$ cat config.mk
export PLATFORM = sky130hd
export DESIGN_NAME = task_sequencer
export DESIGN_NICKNAME = d
export VERILOG_FILES = /design/src/rtl/task_pkg.sv /design/src/rtl/task_timer.sv /design/src/rtl/task_sequencer.sv
export SDC_FILE = /design/constraint.sdc
export NUM_CORES = 1
export LEC_CHECK = 0
export CAP_MARGIN = 30
export CORE_MARGIN = 2
export CORE_UTILIZATION = 30
export DETAILED_ROUTE_END_ITERATION = 10
export GPL_TIMING_DRIVEN = 0
export SLEW_MARGIN = 5
export SYNTH_ARGS = -nofsm -noshare
export SYNTH_HDL_FRONTEND = slang
export SYNTH_SLANG_ARGS = --single-unit
$ cat constraint.sdc
create_clock -name clk -period 4.6 [get_ports clk]
set_input_delay 1.15 -clock clk [delete_from_list [all_inputs] [get_ports clk]]
set_output_delay 1.15 -clock clk [all_outputs]
set_load 0.01 [all_outputs]
$ cat src/rtl/task_pkg.sv
// Shared constants for the task sequencer: state encoding, default sizes, channel map.
package task_pkg;

    localparam logic [1:0] ST_IDLE = 2'b00;
    localparam logic [1:0] ST_TRIG = 2'b01;
    localparam logic [1:0] ST_BUSY = 2'b10;

    localparam int unsigned N_CH_DEF  = 2;
    localparam int unsigned REP_W_DEF = 8;
    localparam int unsigned TO_W_DEF  = 16;

    localparam int unsigned CH_ADC = 0;
    localparam int unsigned CH_DAC = 1;

endpackage

$ cat src/rtl/task_timer.sv
// Per-repetition watchdog: counts enabled cycles and flags the cycle that reaches the limit.
module task_timer
    import task_pkg::*;
#(
    parameter int unsigned TO_W = TO_W_DEF
) (
    input  logic            clk,
    input  logic            rst_n,
    input  logic            i_clear,
    input  logic            i_en,
    input  logic [TO_W-1:0] i_limit,
    output logic            o_expire_c
);

    logic [TO_W-1:0] r_cnt;

    always_ff @(posedge clk or negedge rst_n) begin
        if (!rst_n) begin
            r_cnt <= '0;
        end else if (i_clear) begin
            r_cnt <= '0;
        end else if (i_en) begin
            r_cnt <= r_cnt + TO_W'(1);
        end
    end

    // A zero limit disables expiry; otherwise fire on the limit-th enabled cycle.
    assign o_expire_c = i_en && (i_limit != '0) && (r_cnt == i_limit - TO_W'(1));

endmodule

$ cat src/rtl/task_sequencer.sv
// Dispatches a repeated trigger/wait task to one of N_CH conversion engines,
// with per-repetition timeout, abort and single-cycle status pulses.
module task_sequencer
    import task_pkg::*;
#(
    parameter int unsigned N_CH  = N_CH_DEF,
    parameter int unsigned SEL_W = $clog2(N_CH),
    parameter int unsigned REP_W = REP_W_DEF,
    parameter int unsigned TO_W  = TO_W_DEF
) (
    input  logic             clk,
    input  logic             rst_n,
    input  logic             trigger_task,
    input  logic [SEL_W-1:0] sel,
    input  logic [REP_W-1:0] rep_num,
    input  logic [TO_W-1:0]  timeout_cyc,
    input  logic             abort,
    input  logic [N_CH-1:0]  done_ch,
    output logic [N_CH-1:0]  trigger_ch,
    output logic             done_task,
    output logic             timeout_err,
    output logic             cfg_err,
    output logic             busy,
    output logic [REP_W-1:0] rep_idx
);

    logic [1:0]       r_state;
    logic [SEL_W-1:0] r_sel;
    logic [REP_W-1:0] r_rep_num;
    logic [TO_W-1:0]  r_timeout;
    logic [REP_W-1:0] r_rep_idx;
    logic [N_CH-1:0]  r_trig;
    logic             r_done;
    logic             r_to_err;
    logic             r_cfg_err;
    logic             r_busy;

    logic [1:0]       w_state_nxt;
    logic [SEL_W-1:0] w_sel_nxt;
    logic [REP_W-1:0] w_rep_num_nxt;
    logic [TO_W-1:0]  w_timeout_nxt;
    logic [REP_W-1:0] w_rep_idx_nxt;
    logic [N_CH-1:0]  w_trig_nxt;
    logic             w_done_nxt;
    logic             w_to_err_nxt;
    logic             w_cfg_err_nxt;
    logic             w_done_sel;
    logic             w_expire;

    task_timer #(.TO_W(TO_W)) u_timer (
        .clk        (clk),
        .rst_n      (rst_n),
        .i_clear    (r_state == ST_TRIG),
        .i_en       (r_state == ST_BUSY),
        .i_limit    (r_timeout),
        .o_expire_c (w_expire)
    );

    assign w_done_sel = done_ch[r_sel];

    // Next-state and next-output logic; abort overrides everything outside IDLE.
    always_comb begin
        w_state_nxt   = r_state;
        w_sel_nxt     = r_sel;
        w_rep_num_nxt = r_rep_num;
        w_timeout_nxt = r_timeout;
        w_rep_idx_nxt = r_rep_idx;
        w_trig_nxt    = '0;
        w_done_nxt    = 1'b0;
        w_to_err_nxt  = 1'b0;
        w_cfg_err_nxt = 1'b0;

        case (r_state)
            ST_IDLE: begin
                if (trigger_task) begin
                    if (32'(sel) < N_CH) begin
                        w_sel_nxt     = sel;
                        w_rep_num_nxt = (rep_num == '0) ? REP_W'(1) : rep_num;
                        w_timeout_nxt = timeout_cyc;
                        w_rep_idx_nxt = '0;
                        w_trig_nxt    = N_CH'(1) << sel;
                        w_state_nxt   = ST_TRIG;
                    end else begin
                        w_cfg_err_nxt = 1'b1;
                    end
                end
            end
            ST_TRIG: begin
                w_state_nxt = ST_BUSY;
            end
            ST_BUSY: begin
                if (w_done_sel) begin
                    if (r_rep_idx + REP_W'(1) < r_rep_num) begin
                        w_rep_idx_nxt = r_rep_idx + REP_W'(1);
                        w_trig_nxt    = N_CH'(1) << r_sel;
                        w_state_nxt   = ST_TRIG;
                    end else begin
                        w_done_nxt  = 1'b1;
                        w_state_nxt = ST_IDLE;
                    end
                end else if (w_expire) begin
                    w_to_err_nxt = 1'b1;
                    w_state_nxt  = ST_IDLE;
                end
            end
            default: begin
                w_state_nxt = ST_IDLE;
            end
        endcase

        if (abort && (r_state != ST_IDLE)) begin
            w_state_nxt   = ST_IDLE;
            w_rep_idx_nxt = r_rep_idx;
            w_trig_nxt    = '0;
            w_done_nxt    = 1'b0;
            w_to_err_nxt  = 1'b0;
        end
    end

    always_ff @(posedge clk or negedge rst_n) begin
        if (!rst_n) begin
            r_state   <= ST_IDLE;
            r_sel     <= '0;
            r_rep_num <= '0;
            r_timeout <= '0;
            r_rep_idx <= '0;
            r_trig    <= '0;
            r_done    <= 1'b0;
            r_to_err  <= 1'b0;
            r_cfg_err <= 1'b0;
            r_busy    <= 1'b0;
        end else begin
            r_state   <= w_state_nxt;
            r_sel     <= w_sel_nxt;
            r_rep_num <= w_rep_num_nxt;
            r_timeout <= w_timeout_nxt;
            r_rep_idx <= w_rep_idx_nxt;
            r_trig    <= w_trig_nxt;
            r_done    <= w_done_nxt;
            r_to_err  <= w_to_err_nxt;
            r_cfg_err <= w_cfg_err_nxt;
            r_busy    <= (w_state_nxt != ST_IDLE);
        end
    end

    assign trigger_ch  = r_trig;
    assign done_task   = r_done;
    assign timeout_err = r_to_err;
    assign cfg_err     = r_cfg_err;
    assign busy        = r_busy;
    assign rep_idx     = r_rep_idx;

endmodule
After elaboration in Yosys (flattened, before gate mapping)
Cells that the tools add are included.
{"block": "word_totals", "output_inout_bits": 14, "register_bits": 56, "in_bits": 31}
{"block": "classes", "n_reduce_logical": 12, "n_lt_le_gt_ge": 2, "n_addsub": 3, "shifts": 2, "eq_ne": 6, "bitwise": 1, "mux": 28}
{"cell": "16-bit 2-to-1 mux", "n": 2}
{"cell": "8-bit 2-to-1 mux", "n": 4}
{"cell": "16-bit by 1-bit adder with 16-bit output (second input constant)", "n": 1}
{"cell": "16-bit == test", "n": 1}
{"cell": "2-bit 2-to-1 mux", "n": 8}
{"cell": "8-bit one-hot mux with 2 select lines", "n": 1}
{"cell": "16-bit nonzero test", "n": 1}
{"cell": "16-bit by 1-bit subtractor with 16-bit output (second input constant)", "n": 1}
{"cell": "1-bit 2-to-1 mux", "n": 11}
{"cell": "8-bit by 1-bit adder with 8-bit output (second input constant)", "n": 1}
{"cell": "8-bit logical NOT", "n": 1}
{"cell": "8-bit less-than comparator", "n": 1}
{"cell": "2-bit nonzero test", "n": 4}
{"cell": "2-bit inequality test (second input constant)", "n": 3}
{"cell": "2-bit one-hot mux with 3 select lines", "n": 1}
{"cell": "5-bit AND reduction", "n": 1}
{"cell": "2-bit one-hot mux with 2 select lines", "n": 1}
{"cell": "1-bit by 1-bit left shift with 2-bit output (first input constant)", "n": 2}
{"cell": "1-bit logical AND", "n": 3}
{"cell": "2-bit by 1-bit == test with 1-bit output (second input constant)", "n": 1}
{"cell": "2-bit == test (second input constant)", "n": 1}
{"cell": "2-bit logical NOT", "n": 1}
{"cell": "1-bit by 2-bit less-than comparator with 1-bit output (second input constant)", "n": 1}
{"cell": "2-bit AND reduction", "n": 1}
{"cell": "1-bit inverter", "n": 1}

Longest topological paths before layout
{"block": "logic_depth", "depth_word": 8, "mapped_depth": 11, "ltp_nobuf": 11}

Cells and area by module
From an unflattened synthesis, not the netlist that was laid out.
{"block": "unflattened", "hier_cells": 371, "area_unflattened_um2": 3275.6}
{"module": "task_sequencer", "instances": 1, "area_each_um2": 1928.1, "cells_each": 211, "seq_area_each_um2": 1001.0}
{"module": "task_timer", "instances": 1, "area_each_um2": 1347.5, "cells_each": 160, "seq_area_each_um2": 400.4}

Worst setup path before layout
No wires, ideal clock.
{"block": "synth_timing", "path_kind": "reg-to-reg", "startpoint": "reg r_rep_idx[0], in the netlist rep_idx[0]", "endpoint": "reg r_rep_idx[0], in the netlist rep_idx[0]", "path_slack_ps": 1923, "t_required_ps": 4472, "path_buffers": 0, "path_stages_with_launch": 12, "arrival_time_ps": 2549, "period_less_slack_ps": 2677, "setup_time_ps": 128, "cell_sequence": "dfrtp_1 -> ha_1 -> nand3_1 -> xnor2_1 -> ha_1 -> a21o_1 -> a2111oi_0 -> o21ai_1 -> a21oi_2 -> o21ai_1 -> nand2_1 -> o21ai_1"}
{"block": "synth_between", "elab_chain_len": 4, "word_cells_on_any_way": 7, "cone_classes": "1 x add/sub; 1 x order compare; 1 x eq/ne; 3 x mux; 1 x reduce/logical"}
{"element": "from (decl)", "line": "task_sequencer.sv:31", "source": "logic [REP_W-1:0] r_rep_idx;"}
{"element": "from (signal assigned)", "line": "task_sequencer.sv:137", "source": "r_rep_idx <= w_rep_idx_nxt;"}
{"element": "8-bit by 1-bit adder with 8-bit output (*)", "line": "task_sequencer.sv:93, task_sequencer.sv:94"}
{"element": "8-bit less-than comparator or 8-bit 2-to-1 mux (tied branches)", "line": "task_sequencer.sv:93", "source": "if (r_rep_idx + REP_W'(1) < r_rep_num) begin"}
{"element": "2-bit inequality test (no source line) or 8-bit 2-to-1 mux (tied branches)"}
{"element": "5-bit AND reduction (no source line) or 8-bit one-hot mux with 2 select lines (tied branches)"}
Mark *: on every way between the ends. The rest lies on a longest branch, timed or not. The select of a mux whose other input is x is not followed.
A chain may end at the register's enable or synchronous reset.

Worst setup path after layout
Ends and elaborated chain as after synthesis.

==> impl_metrics.tcl <==
set metrics [dict create \
    status "finished clean" \
    die_width_microns 111 \
    crit_chain "ha_1, nand3_1, xnor2_1, ha_1, a21o_1, a2111oi_0, o21ai_1, a21oi_2, o21ai_1, nand2_1, o21ai_1" \
    dp_hpwl_microns 5740 \
    ys_seq_area_share_pct 40.7 \
    cts_hold_buf 0 \
    synth_top_cell_by_area "dfrtp_1" \
    dr.pass1.iters 4 \
    grt_busiest_layer "met2" \
    met2_usage_pct 21.7 \
    cts_tree "done" \
    row_count 39 \
    slowest_delay_ns 0.46 \
    drc 0 \
    layout.cells.non_filler 551 \
    cts_resized 0 \
    crit_top_cell "o21ai_1" \
    ys_ff_latch 56 \
    fin_skew_ns 0.00435 \
    placed_cell_area_sq_um 4070 \
    ys_warn_count 0 \
    gr-usage-met3_pct 2.35 \
    startpoint_type "flip-flop" \
    vias_per_cell 4.95 \
    die-height_microns 111 \
    fin_nets 453 \
    post_cts_buffers 0 \
    final_hold_viol_count 0 \
    async_flop_share_pct 100 \
    slowest_stage "dfrtp_1" \
    initial_utilization_pct 30.4 \
    cts_made_buffers 5 \
    antenna_found_initial 0 \
    clkTransAtPathRegs_ns 0.07 \
    ioPinCount 45 \
    synth-main-ff-cell "dfrtp_1" \
    path_buf_inv 0 \
    synth_area_leaders "dfrtp_1, mux2_2, ha_1" \
    tns_ns 0 \
    multi_input_area_sq_um 1890 \
    post-route-min-period_ns 3.13 \
    drive_above_1_share_pct 12.7 \
    cp_top_family "compound AO/OA/AOI/OAI gates" \
    drv_cap 0 \
    ant_nets 0 \
    fill_cells 1124 \
    die_area_sq_um 12400 \
    rsz0062_at_grt "false" \
    yosysUniqueCellTypes 52 \
    tightest_slew_ns 0.971 \
    drt-initial-drc-count 118 \
    gr-total-overflow 0 \
    syn_to_final_growth_pct 22.4 \
    yosysTopAreaCellShare_pct 40.7 \
    timing.final.crit_share_pct 68.1 \
    wl_per_cell_microns 13.5 \
    finalSetupViolations 0 \
    path_max_fanout 8 \
    syn_inst 356 \
    grt_pass1_vias 2725 \
    clock.fmax_mhz 319 \
    cts_sinks 56 \
    ir_worst_vdd_mv 0.193 \
    met1_usage_pct 15.2 \
    design_area_sq_um 4220 \
    power_density_nw_per_um2 512 \
    root_buffer "clkbuf_16" \
    syn_area_per_cell_sq_um 9.68 \
    wl_microns 7410 \
    synthesis.area_sq_um 3450 \
    grt_start_max_net_pins 33 \
    relSlewSlack_pct 34.7 \
    io_buffers 43 \
    place_congestion 0.867 \
    synth.most_common_cell "dfrtp_1" \
    synth_edf_count 0 \
    cp.required_ns 4.77 \
    cts_max_level 2 \
    end_kind "flip-flop" \
    arrival_ns 3.30 \
    grtUsageTotal_pct 12.4 \
    slew_viol_final 0 \
    ys_top_cells_by_count "dfrtp_1, nand2_1, mux2_2, nor2_1, xor2_1" \
    register_area_sq_um 1400 \
    grt_first_pass_wirelength_microns 12800 \
    hold_class "reg -> reg" \
    clockBufferDepth 2 \
    antenna_cells 0 \
    dpl.cell_count 543 \
    floorplan.core_area_sq_um 11300 \
    syn-num-nets 402 \
    p_leak_nw 1.85 \
    worstSkewPairLatency_ns 0.29 \
    vias 2725 \
    critPathKind "reg -> reg" \
]
metrics by stage:
step | hold slack, ns | setup slack [ns] | power (mW) | util [%]
2_1_floorplan | 0.450 | 1.92 | 1.53 | -
3_3_place_gp | 0.475 | 0.556 | 1.76 | 35.8
3_5_place_dp | 0.483 | 1.42 | 1.79 | 36.0
4_1_cts | 0.499 | 1.50 | 2.18 | 37.2
5_1_grt | 0.527 | 1.29 | 2.34 | 37.2
6_report | 0.491 | 1.47 | 2.16 | 37.2
per-layer routing:
layer  up-vias  share of wire [%]
li1       1356                  -
met1      1313                 44
met2        46                 51
met3        10                3.5
met4         0                1.5
met5         -                  0
layout by cell type (no fill, tap or decap), types with 3 or more instances in the layout:
cell type / count
clkbuf_16: 5
clkdlybuf4s50_1: 42
xnor2_1: 11
nor2_1: 24
clkbuf_1: 8
nand4_1: 15
a31oi_1: 5
dfrtp_1: 56
nand2b_1: 7
buf_6: 3
nand3_1: 17
and3_1: 6
nor3_1: 8
o21ai_0: 13
mux2_2: 24
a21o_1: 5
nor4_1: 3
a21oi_1: 16
o21ai_1: 7
inv_1: 18
xor2_1: 20
nor3b_1: 3
ha_1: 15
nand2_1: 36
registers in the layout (all words and copies together), names as in the netlist:
signal,cells
r_timeout,16
timeout_err,1
r_sel,1
r_state,2
done_task,1
trigger_ch,2
r_rep_num,8
busy,1
rep_idx,8
u_timer.r_cnt,16
power by group:
| part | total (mW) | internal (mW) | leakage [nW] | switching [mW] |
|---|---|---|---|---|
| sequential | 0.803 | 0.644 | 0.718 | 0.159 |
| combinational | 0.972 | 0.456 | 1.06 | 0.516 |
| clock | 0.382 | 0.218 | 0.0712 | 0.165 |
cells by family after synthesis:
group	share of synthesized area, %
compound gates	11.0
mux	8.13
fa+ha+maj	5.45
simple gates	20.8
xor+xnor	9.30
flops	40.7
buf+inv	4.54
other cells	0.109
cell type report:
class / count / share of cell area [%]
buffer: 13 / 2.11
timing repair buffer: 44 / 10.6
inverter: 18 / 1.60
sequential: 56 / 33.2
multi-input combinational: 269 / 44.8
clock buffer: 8 / 3.47
tap: 143 / 4.24
worst register-to-register path, delay by kind of cell, from the launching register on:
kind / cells / cell delay [ns]
compound gates: 6 / 1.53
fa+ha+maj: 2 / 0.51
flops: 1 / 0.46
simple gates: 2 / 0.30
xor+xnor: 1 / 0.23
final timing paths:
| kind | startpoint | to | slack, ns | depth (start not counted) |
|---|---|---|---|---|
| max in group asynchronous | rst_n | u_timer.r_cnt[14] | 3.16 | 2 |
| worst max register to register | rep_idx[0] | rep_idx[0] | 1.47 | 11 |
| worst max-delay path | rep_idx[0] | rep_idx[0] | 1.47 | 11 |
| worst min-delay path | r_rep_num[0] | r_rep_num[0] | 0.49 | 2 |
| worst min register to register | r_rep_num[0] | r_rep_num[0] | 0.49 | 2 |
| min in group asynchronous | rst_n | r_rep_num[1] | 0.86 | 1 |
(Power assumes the default switching activity.)
